### src/rtl/multicycle_if.sv
// Control/status bundle between multicycle_ctrl (master) and the datapath (slave).
// PERF_CNT_EN adds the instrCount/stallCount performance counters.
interface multicycle_if;
  logic [3:0]  opcode;
  logic        zero;
  logic        memReady;
  logic [3:0]  aluOp;
  logic        aluSrcA;
  logic [1:0]  aluSrcB;
  logic        iorD;
  logic        memRead;
  logic        memWrite;
  logic        irWrite;
  logic        pcWrite;
  logic [1:0]  pcSrc;
  logic        regWrite;
  logic        regDst;
  logic        memToReg;
  logic        halted;
  logic [3:0]  state;
`ifdef PERF_CNT_EN
  logic [31:0] instrCount;
  logic [31:0] stallCount;
`endif

  modport master (
    input  opcode, zero, memReady,
    output aluOp, aluSrcA, aluSrcB, iorD, memRead, memWrite, irWrite, pcWrite,
           pcSrc, regWrite, regDst, memToReg, halted, state
`ifdef PERF_CNT_EN
    , output instrCount, stallCount
`endif
  );

  modport slave (
    output opcode, zero, memReady,
    input  aluOp, aluSrcA, aluSrcB, iorD, memRead, memWrite, irWrite, pcWrite,
           pcSrc, regWrite, regDst, memToReg, halted, state
`ifdef PERF_CNT_EN
    , input instrCount, stallCount
`endif
  );
endinterface

### src/rtl/multicycle_ctrl.sv
// Main control FSM of the multi-cycle datapath: sequences one instruction over 3-5 cycles.
// Optional PERF_CNT_EN adds retired-instruction and memory-stall counters.
module multicycle_ctrl #(
  parameter bit HALT_ON_ILLEGAL = 1'b1
) (
  input  logic         clk,
  input  logic         rst,
  multicycle_if.master bus
);

  localparam int unsigned OP_W  = 4;
  localparam int unsigned ST_W  = 4;
  localparam int unsigned CNT_W = 32;

  localparam logic [OP_W-1:0] OP_R    = 4'b0000;
  localparam logic [OP_W-1:0] OP_ADDI = 4'b0001;
  localparam logic [OP_W-1:0] OP_ANDI = 4'b0010;
  localparam logic [OP_W-1:0] OP_ORI  = 4'b0011;
  localparam logic [OP_W-1:0] OP_SUBI = 4'b0100;
  localparam logic [OP_W-1:0] OP_JMP  = 4'b0101;
  localparam logic [OP_W-1:0] OP_LHW  = 4'b0111;
  localparam logic [OP_W-1:0] OP_SHW  = 4'b1000;
  localparam logic [OP_W-1:0] OP_BEQ  = 4'b1001;
  localparam logic [OP_W-1:0] OP_BNE  = 4'b1010;

  localparam logic [OP_W-1:0] ALU_ADD = 4'b0001;

  typedef enum logic [ST_W-1:0] {
    S_FETCH    = 4'd0,
    S_DECODE   = 4'd1,
    S_EXEC_R   = 4'd2,
    S_EXEC_I   = 4'd3,
    S_WB_R     = 4'd4,
    S_WB_I     = 4'd5,
    S_MEM_ADDR = 4'd6,
    S_MEM_RD   = 4'd7,
    S_MEM_WR   = 4'd8,
    S_WB_MEM   = 4'd9,
    S_BRANCH   = 4'd10,
    S_JUMP     = 4'd11,
    S_HALT     = 4'd12
  } state_t;

  state_t          state_q, state_d;
  logic [OP_W-1:0] op_q;

  logic [OP_W-1:0] alu_op_c;
  logic            alu_src_a_c;
  logic [1:0]      alu_src_b_c;
  logic            iord_c;
  logic            mem_read_c;
  logic            mem_write_c;
  logic            ir_write_c;
  logic            pc_write_c;
  logic [1:0]      pc_src_c;
  logic            reg_write_c;
  logic            reg_dst_c;
  logic            mem_to_reg_c;
  logic            halted_c;

  // State register; the opcode is captured in DECODE so later states ignore the IR input.
  always_ff @(posedge clk or negedge rst) begin
    if (!rst) begin
      state_q <= S_FETCH;
      op_q    <= '0;
    end else begin
      state_q <= state_d;
      if (state_q == S_DECODE) begin
        op_q <= bus.opcode;
      end
    end
  end

  // Next-state and control decode.
  always_comb begin
    state_d      = state_q;
    alu_op_c     = '0;
    alu_src_a_c  = 1'b0;
    alu_src_b_c  = 2'd0;
    iord_c       = 1'b0;
    mem_read_c   = 1'b0;
    mem_write_c  = 1'b0;
    ir_write_c   = 1'b0;
    pc_write_c   = 1'b0;
    pc_src_c     = 2'd0;
    reg_write_c  = 1'b0;
    reg_dst_c    = 1'b0;
    mem_to_reg_c = 1'b0;
    halted_c     = 1'b0;

    case (state_q)
      S_FETCH: begin
        mem_read_c  = 1'b1;
        alu_src_b_c = 2'd1;
        alu_op_c    = ALU_ADD;
        ir_write_c  = bus.memReady;
        pc_write_c  = bus.memReady;
        if (bus.memReady) begin
          state_d = S_DECODE;
        end
      end
      S_DECODE: begin
        // Speculative branch target PC + imm lands in ALUOut.
        alu_src_b_c = 2'd2;
        alu_op_c    = ALU_ADD;
        case (bus.opcode)
          OP_R:                              state_d = S_EXEC_R;
          OP_ADDI, OP_ANDI, OP_ORI, OP_SUBI: state_d = S_EXEC_I;
          OP_LHW, OP_SHW:                    state_d = S_MEM_ADDR;
          OP_BEQ, OP_BNE:                    state_d = S_BRANCH;
          OP_JMP:                            state_d = S_JUMP;
          default:                           state_d = HALT_ON_ILLEGAL ? S_HALT : S_FETCH;
        endcase
      end
      S_EXEC_R: begin
        alu_src_a_c = 1'b1;
        alu_op_c    = OP_R;
        state_d     = S_WB_R;
      end
      S_EXEC_I: begin
        alu_src_a_c = 1'b1;
        alu_src_b_c = 2'd2;
        alu_op_c    = op_q;
        state_d     = S_WB_I;
      end
      S_WB_R: begin
        reg_write_c = 1'b1;
        reg_dst_c   = 1'b1;
        state_d     = S_FETCH;
      end
      S_WB_I: begin
        reg_write_c = 1'b1;
        state_d     = S_FETCH;
      end
      S_MEM_ADDR: begin
        alu_src_a_c = 1'b1;
        alu_src_b_c = 2'd2;
        alu_op_c    = (op_q == OP_SHW) ? OP_SHW : OP_LHW;
        state_d     = (op_q == OP_SHW) ? S_MEM_WR : S_MEM_RD;
      end
      S_MEM_RD: begin
        mem_read_c = 1'b1;
        iord_c     = 1'b1;
        if (bus.memReady) begin
          state_d = S_WB_MEM;
        end
      end
      S_MEM_WR: begin
        mem_write_c = 1'b1;
        iord_c      = 1'b1;
        if (bus.memReady) begin
          state_d = S_FETCH;
        end
      end
      S_WB_MEM: begin
        reg_write_c  = 1'b1;
        mem_to_reg_c = 1'b1;
        state_d      = S_FETCH;
      end
      S_BRANCH: begin
        alu_src_a_c = 1'b1;
        alu_op_c    = op_q;
        pc_src_c    = 2'd1;
        pc_write_c  = ((op_q == OP_BEQ) && bus.zero) || ((op_q == OP_BNE) && !bus.zero);
        state_d     = S_FETCH;
      end
      S_JUMP: begin
        pc_src_c   = 2'd2;
        pc_write_c = 1'b1;
        state_d    = S_FETCH;
      end
      S_HALT: begin
        halted_c = 1'b1;
      end
      default: begin
        state_d = S_FETCH;
      end
    endcase
  end

  // Outputs are forced low while reset is held so no strobe survives an abort.
  assign bus.aluOp    = rst ? alu_op_c    : '0;
  assign bus.aluSrcA  = rst & alu_src_a_c;
  assign bus.aluSrcB  = rst ? alu_src_b_c : 2'd0;
  assign bus.iorD     = rst & iord_c;
  assign bus.memRead  = rst & mem_read_c;
  assign bus.memWrite = rst & mem_write_c;
  assign bus.irWrite  = rst & ir_write_c;
  assign bus.pcWrite  = rst & pc_write_c;
  assign bus.pcSrc    = rst ? pc_src_c    : 2'd0;
  assign bus.regWrite = rst & reg_write_c;
  assign bus.regDst   = rst & reg_dst_c;
  assign bus.memToReg = rst & mem_to_reg_c;
  assign bus.halted   = rst & halted_c;
  assign bus.state    = rst ? ST_W'(state_q) : '0;

`ifdef PERF_CNT_EN
  logic [CNT_W-1:0] instr_cnt_q;
  logic [CNT_W-1:0] stall_cnt_q;

  // Retired instructions count re-entries to FETCH; stalls count memReady=0 memory cycles.
  always_ff @(posedge clk or negedge rst) begin
    if (!rst) begin
      instr_cnt_q <= '0;
      stall_cnt_q <= '0;
    end else begin
      if ((state_q != S_FETCH) && (state_d == S_FETCH)) begin
        instr_cnt_q <= instr_cnt_q + CNT_W'(1);
      end
      if (((state_q == S_FETCH) || (state_q == S_MEM_RD) || (state_q == S_MEM_WR)) &&
          !bus.memReady) begin
        stall_cnt_q <= stall_cnt_q + CNT_W'(1);
      end
    end
  end

  assign bus.instrCount = instr_cnt_q;
  assign bus.stallCount = stall_cnt_q;
`endif

endmodule
### src/flat_wrapper.sv
// flat-port wrapper written by rule: the top's interface ports become plain ports
module multicycle_ctrl_flat 
#(
  parameter bit HALT_ON_ILLEGAL = 1'b1
)
  (clk, rst, bus_opcode, bus_zero, bus_memReady, bus_aluOp, bus_aluSrcA, bus_aluSrcB, bus_iorD, bus_memRead, bus_memWrite, bus_irWrite, bus_pcWrite, bus_pcSrc, bus_regWrite, bus_regDst, bus_memToReg, bus_halted, bus_state);
  multicycle_if bus_i ();
  input  logic clk;
  input  logic rst;
  input wire logic [$bits(bus_i.opcode)-1:0] bus_opcode;
  input wire logic [$bits(bus_i.zero)-1:0] bus_zero;
  input wire logic [$bits(bus_i.memReady)-1:0] bus_memReady;
  output wire logic [$bits(bus_i.aluOp)-1:0] bus_aluOp;
  output wire logic [$bits(bus_i.aluSrcA)-1:0] bus_aluSrcA;
  output wire logic [$bits(bus_i.aluSrcB)-1:0] bus_aluSrcB;
  output wire logic [$bits(bus_i.iorD)-1:0] bus_iorD;
  output wire logic [$bits(bus_i.memRead)-1:0] bus_memRead;
  output wire logic [$bits(bus_i.memWrite)-1:0] bus_memWrite;
  output wire logic [$bits(bus_i.irWrite)-1:0] bus_irWrite;
  output wire logic [$bits(bus_i.pcWrite)-1:0] bus_pcWrite;
  output wire logic [$bits(bus_i.pcSrc)-1:0] bus_pcSrc;
  output wire logic [$bits(bus_i.regWrite)-1:0] bus_regWrite;
  output wire logic [$bits(bus_i.regDst)-1:0] bus_regDst;
  output wire logic [$bits(bus_i.memToReg)-1:0] bus_memToReg;
  output wire logic [$bits(bus_i.halted)-1:0] bus_halted;
  output wire logic [$bits(bus_i.state)-1:0] bus_state;
  assign bus_i.opcode = bus_opcode;
  assign bus_i.zero = bus_zero;
  assign bus_i.memReady = bus_memReady;
  assign bus_aluOp = bus_i.aluOp;
  assign bus_aluSrcA = bus_i.aluSrcA;
  assign bus_aluSrcB = bus_i.aluSrcB;
  assign bus_iorD = bus_i.iorD;
  assign bus_memRead = bus_i.memRead;
  assign bus_memWrite = bus_i.memWrite;
  assign bus_irWrite = bus_i.irWrite;
  assign bus_pcWrite = bus_i.pcWrite;
  assign bus_pcSrc = bus_i.pcSrc;
  assign bus_regWrite = bus_i.regWrite;
  assign bus_regDst = bus_i.regDst;
  assign bus_memToReg = bus_i.memToReg;
  assign bus_halted = bus_i.halted;
  assign bus_state = bus_i.state;
  multicycle_ctrl #(.HALT_ON_ILLEGAL(HALT_ON_ILLEGAL)) u_core (.clk(clk), .rst(rst), .bus(bus_i));
endmodule
### config.mk
export PLATFORM = sky130hd
export DESIGN_NAME = multicycle_ctrl_flat
export DESIGN_NICKNAME = d
export VERILOG_FILES = /design/src/rtl/multicycle_if.sv /design/src/rtl/multicycle_ctrl.sv /design/src/flat_wrapper.sv
export SDC_FILE = /design/constraint.sdc
export NUM_CORES = 1
export LEC_CHECK = 0
export CORE_ASPECT_RATIO = 1.25
export CORE_MARGIN = 5
export CORE_UTILIZATION = 40
export CTS_BUF_LIST = sky130_fd_sc_hd__clkbuf_16
export DETAILED_ROUTE_END_ITERATION = 6
export PLACE_DENSITY_LB_ADDON = 0.08
export SYNTH_ARGS = -nofsm -noshare
export SYNTH_HDL_FRONTEND = slang
export SYNTH_SLANG_ARGS = --single-unit
### constraint.sdc
create_clock -name clk -period 2.05 [get_ports clk]
set_input_delay 0.615 -clock clk [delete_from_list [all_inputs] [get_ports clk]]
set_output_delay 0.615 -clock clk [all_outputs]
set_load 0.005 [all_outputs]
Word level (Yosys, flattened, before mapping)
Memory sizes are Yosys's and may differ from the RTL's.
Index checks and enable logic that the tools add are counted.
- memories kept: 1
- bits in read-only memories: 64
- bits in registers: 8
- output and inout port bits: 22
- eq/ne operators: 18
- bitwise gates (word level): 11
- muxes and demuxes: 22
- reductions and logical operators: 13
- memories (name ; words ; width ; rd ports ; clocked after Yosys merged registers in ; wr ports ; line ; RTL):
    (name not given) ; 16 ; 4 ; 1 ; 0 ; 0 ; multicycle_ctrl.sv:106 ; case (bus.opcode)
- operators by type and width (operator ; number):
    4-bit == test, second input constant ; 8
    4-bit case mux with 8 select lines ; 1
    4-bit two-way mux ; 6
    4-bit by 3-bit == test with 1-bit output, second input constant ; 4
    4-bit case mux with 3 select lines ; 1
    1-bit bitwise AND ; 10
    1-bit two-way mux ; 9
    4-bit by 2-bit == test with 1-bit output, second input constant ; 2
    2-bit case mux with 2 select lines ; 2
    2-bit OR reduction ; 4
    2-bit != test, second input constant ; 3
    3-bit OR reduction ; 2
    4-bit by 1-bit == test with 1-bit output, second input constant ; 1
    4-bit zero test ; 1
    2-bit two-way mux ; 2
    4-bit AND reduction ; 1
    4-bit OR reduction ; 1
    1-bit case mux with 3 select lines ; 1
    1-bit logical AND ; 2
    1-bit zero test ; 1
    1-bit logical OR ; 1
    1-bit NOT ; 1

Logic depth before layout (Yosys ltp)
- depth in word-level cells: 5
- gate-level depth with buffers: 6
- depth with buffers taken out: 6

Worst setup path before layout
No wires, ideal clock.
- path kind: register to output
- start point: register u_core.op_q[1]
- end point: output bus_aluOp[3]
- arrival time: 1.433 ns
- slack: 0.002 ns
- cell stages (with the launch flop): 6
- data required time: 1.435 ns
- cells stage by stage: dfrtp_1 -> or4b_1 -> buf_6 -> a2bb2o_4 -> a22oi_1 -> nor2_1
- word-level cells in the longest chain between the ends: 4
- ends and longest elaborated chain (item ; line ; RTL):
    from (decl) ; multicycle_ctrl.sv:45 ; logic [OP_W-1:0] op_q;
    from (signal assigned) ; multicycle_ctrl.sv:69 ; op_q <= bus.opcode;
    4-bit == test ; multicycle_ctrl.sv:138 ; alu_op_c = (op_q == OP_SHW) ? OP_SHW : OP_LHW;
    4-bit two-way mux ; multicycle_ctrl.sv:138 ;
    4-bit case mux with 3 select lines ; multicycle_ctrl.sv:91 ; case (state_q)
    4-bit two-way mux ; multicycle_ctrl.sv:182 ; assign bus.aluOp = rst ? alu_op_c : '0;
    to (decl) ; flat_wrapper.sv:13 ; output wire logic [$bits(bus_i.aluOp)-1:0] bus_aluOp;
Every way passes these cells.

Final worst setup path
Ends and elaborated chain as after synthesis.

==> impl_metrics.env <==
export IMPL_status="finished with violations"
export IMPL_violations="negative setup slack"
export IMPL_synth_xor_area_frac=0
export IMPL_synth_yosys_warnings=0
export IMPL_maxSlewViolCount=0
export IMPL_pin_count_of_the_biggest_net_entering_global_routing=10
export IMPL_totalPowerFinal_mw=2.785
export IMPL_clk_root_buffer_cell="sky130_fd_sc_hd__clkbuf_16"
export IMPL_final_hold_violation_count=0
export IMPL_drt_wirelength_per_cell_um=20.25
export IMPL_antenna_violations_before_repair=0
export IMPL_largest_family_of_logic_cells_by_synthesized_area="simple AND/OR/NAND/NOR gates"
export IMPL_commonest_non_fill_non_tap_cell_in_the_layout="sky130_fd_sc_hd__buf_4"
export IMPL_post_synth_cell_area_avg_um2=7.458
export IMPL_synth_area_um2=939.7
export IMPL_dominantRegCellSynth="sky130_fd_sc_hd__dfrtp_1"
export IMPL_placed_cell_area_um2=1567
export IMPL_flow_area_growth_from_synthesis_pct=117.0
export IMPL_routed_via_density=5.876
export IMPL_gp_congestion=0.9205
export IMPL_synth_seq_area_share=0.2130
export IMPL_die_w_um=53.35
export IMPL_synth_enable_flop_cells=0
export IMPL_place_ws_ps=-809.6
export IMPL_post_route_cell_area_um2=2039
export IMPL_synth_compound_area_frac=0.2743
export IMPL_post_synth_num_cell_types=43
export IMPL_fin_worst_skew_ps=0.6767
export IMPL_grt_setup_unrepaired="true"
export IMPL_start_kind="flip-flop"
export IMPL_worstMarginPinSlew_ps=334.4
export IMPL_max_freq_mhz=438.1
export IMPL_clock_sinks=8
export IMPL_core_rowCount=19
export IMPL_path_max_fanout=3
export IMPL_final_setup_worst_slack_ps=-232.7
export IMPL_p_per_area_nw_per_um2=1366
export IMPL_share_of_final_layout_standard_cells_stronger_than_drive_strength_1=0.6164
export IMPL_dpl_hpwl_um=2486
export IMPL_required_ps=1430
export IMPL_end_kind="output port"
export IMPL_remaining_drc_errors=0
export IMPL_drt_pass1_iter_count=4
export IMPL_detail_route_iter0_violations=68
export IMPL_h_tree_levels=1
export IMPL_design_die_area_um2=3425
export IMPL_routed_wirelength_um=5062
export IMPL_post_synth_mux_area_share=0.04794
export IMPL_final_period_utilization=1.114
export IMPL_global_route_peak_usage_layer="met2"
export IMPL_cts_made_buffers=3
export IMPL_tritoncts="yes"
export IMPL_grt_met2_usage=0.4785
export IMPL_grt_util_all_layers=0.2723
export IMPL_io_pin_count=30
export IMPL_postSynthCellCount=126
export IMPL_timing_critical_path_arrival_ps=1670
export IMPL_finalNetCount=233
export IMPL_met1_usage=0.3054
export IMPL_setup_violations_final=14
export IMPL_clkSlewWorstSetupHoldPaths_ps=40
export IMPL_hold_ws_ps=340.3
export IMPL_synth_fp_nets=138
export IMPL_critical_path_class="reg -> out"
export IMPL_cap_viol_max_count=0
export IMPL_ir_worst_vdd_uv=1257
export IMPL_flip_flop_and_latch_count_after_synthesis=8
export IMPL_ys_async_sr_fraction=1.000
export IMPL_holdBufCountCts=0
export IMPL_wire_length_of_the_first_global_routing_pass_um=6948
export IMPL_antenna_cells_inserted=0
export IMPL_vias_in_the_first_global_route=1454
export IMPL_die_height_um=64.19
export IMPL_power_leakage_nw=0.9994
export IMPL_gr_total_overflow=0
export IMPL_placeableCoreArea_um2=2235
export IMPL_synth_simple_gate_area_frac=0.3329
export IMPL_met3_routing_resource_usage_after_global_routing=0.04186
export IMPL_max_slew_margin=0.7757
export IMPL_hp_class="in -> async"
export IMPL_buffers_added_on_ports=29
export IMPL_total_via_count_after_detailed_routing=1469
export IMPL_finalCriticalPeriod_ps=2283
export IMPL_setup_total_negative_slack_ps=-1307
export IMPL_adder_and_majority_cell_fraction_of_the_synthesized_area=0.05326
export IMPL_mostFrequentLayoutCells="sky130_fd_sc_hd__buf_4, sky130_fd_sc_hd__buf_6, sky130_fd_sc_hd__buf_2"
export IMPL_clk_latency_ps=230
export IMPL_route_antenna_remaining_nets=0
export IMPL_clockBufferDepth=2
export IMPL_starting_density_of_the_core=0.4205
[synth_stat cells, types with 2 or more instances]
cell	n	area share
sky130_fd_sc_hd__a21oi_1	5	0.027
sky130_fd_sc_hd__a31oi_1	3	0.020
sky130_fd_sc_hd__and2_1	4	0.027
sky130_fd_sc_hd__and3_1	2	0.013
sky130_fd_sc_hd__buf_2	2	0.011
sky130_fd_sc_hd__clkbuf_1	5	0.020
sky130_fd_sc_hd__dfrtp_1	8	0.21
sky130_fd_sc_hd__ha_1	4	0.053
sky130_fd_sc_hd__inv_1	9	0.036
sky130_fd_sc_hd__mux2_2	4	0.048
sky130_fd_sc_hd__nand2_1	13	0.052
sky130_fd_sc_hd__nand2b_1	7	0.047
sky130_fd_sc_hd__nand3_1	5	0.027
sky130_fd_sc_hd__nor2_1	12	0.048
sky130_fd_sc_hd__nor2b_1	2	0.013
sky130_fd_sc_hd__nor3_1	6	0.032
sky130_fd_sc_hd__o21ai_0	8	0.043
sky130_fd_sc_hd__o22ai_1	2	0.013
[area by class of cell]
cell class              instances  area [µm²]
multi-input cells             101       859.6
repair buffers                 98       823.3
flip-flops and latches          8       202.7
fillers                        97       195.2
clock buffers                   3       75.07
inverters                       9       40.04
well taps                      31       38.79
[power breakdown]
group | switching (mW) | internal, mW | total (mW)
clock | 0.0756 | 0.251 | 0.327
sequential | 0.0613 | 0.234 | 0.295
combinational | 1.01 | 1.15 | 2.16
total | 1.15 | 1.64 | 2.79
[final timing paths]
check                                from  cells after the start  slack (ps)                end
setup reg to reg           u_core.op_q[1]                      6         180  u_core.state_q[2]
max in group asynchronous             rst                      2        1570  u_core.state_q[3]
setup / recovery           u_core.op_q[1]                      5        -230       bus_aluOp[3]
hold / removal                        rst                      2         340  u_core.state_q[2]
hold reg to reg            u_core.op_q[2]                      2         640     u_core.op_q[2]
min in group clk           u_core.op_q[2]                      2         640     u_core.op_q[2]
[flip-flops by register name, indices dropped and copies added (netlist names)]
name	cells
u_core.op_q	4
u_core.state_q	4
[routing by layer]
metal,vias up,part of all wire
met1,679,0.34
li1,639,-
met4,0,0.066
met2,113,0.51
met5,-,0
met3,38,0.084
[repair_timing]
item	4_1_cts	5_1_grt
buffers inserted	19	8
pin swaps	13	11
gates resized for setup	125	36
setup endpoints to repair	22	18
[stage by stage]
| step | util | cells |
|---|---|---|
| floorplan | - | 126 |
| global placement | 0.7010 | 223 |
| detailed placement | 0.7010 | 223 |
| CTS | 0.8499 | 245 |
| global route | 0.9127 | 250 |
| finish | 0.9127 | 250 |
[worst max-delay path, cell delays in order, from the launching register on]
cell	delay, ps
sky130_fd_sc_hd__dfrtp_1	380
sky130_fd_sc_hd__or4b_4	580
sky130_fd_sc_hd__a2bb2o_4	220
sky130_fd_sc_hd__a22oi_2	40
sky130_fd_sc_hd__nor2_1	90
sky130_fd_sc_hd__buf_2	120
[cell families after synthesis]
family                     count (synthesis)
muxes                                      4
buffers and inverters                     17
AOI/OAI and AO/OA                         34
adders and majority gates                  4
DFF                                        8
and+or+nand+nor                           59
Power figures use the tool's default switching activity.
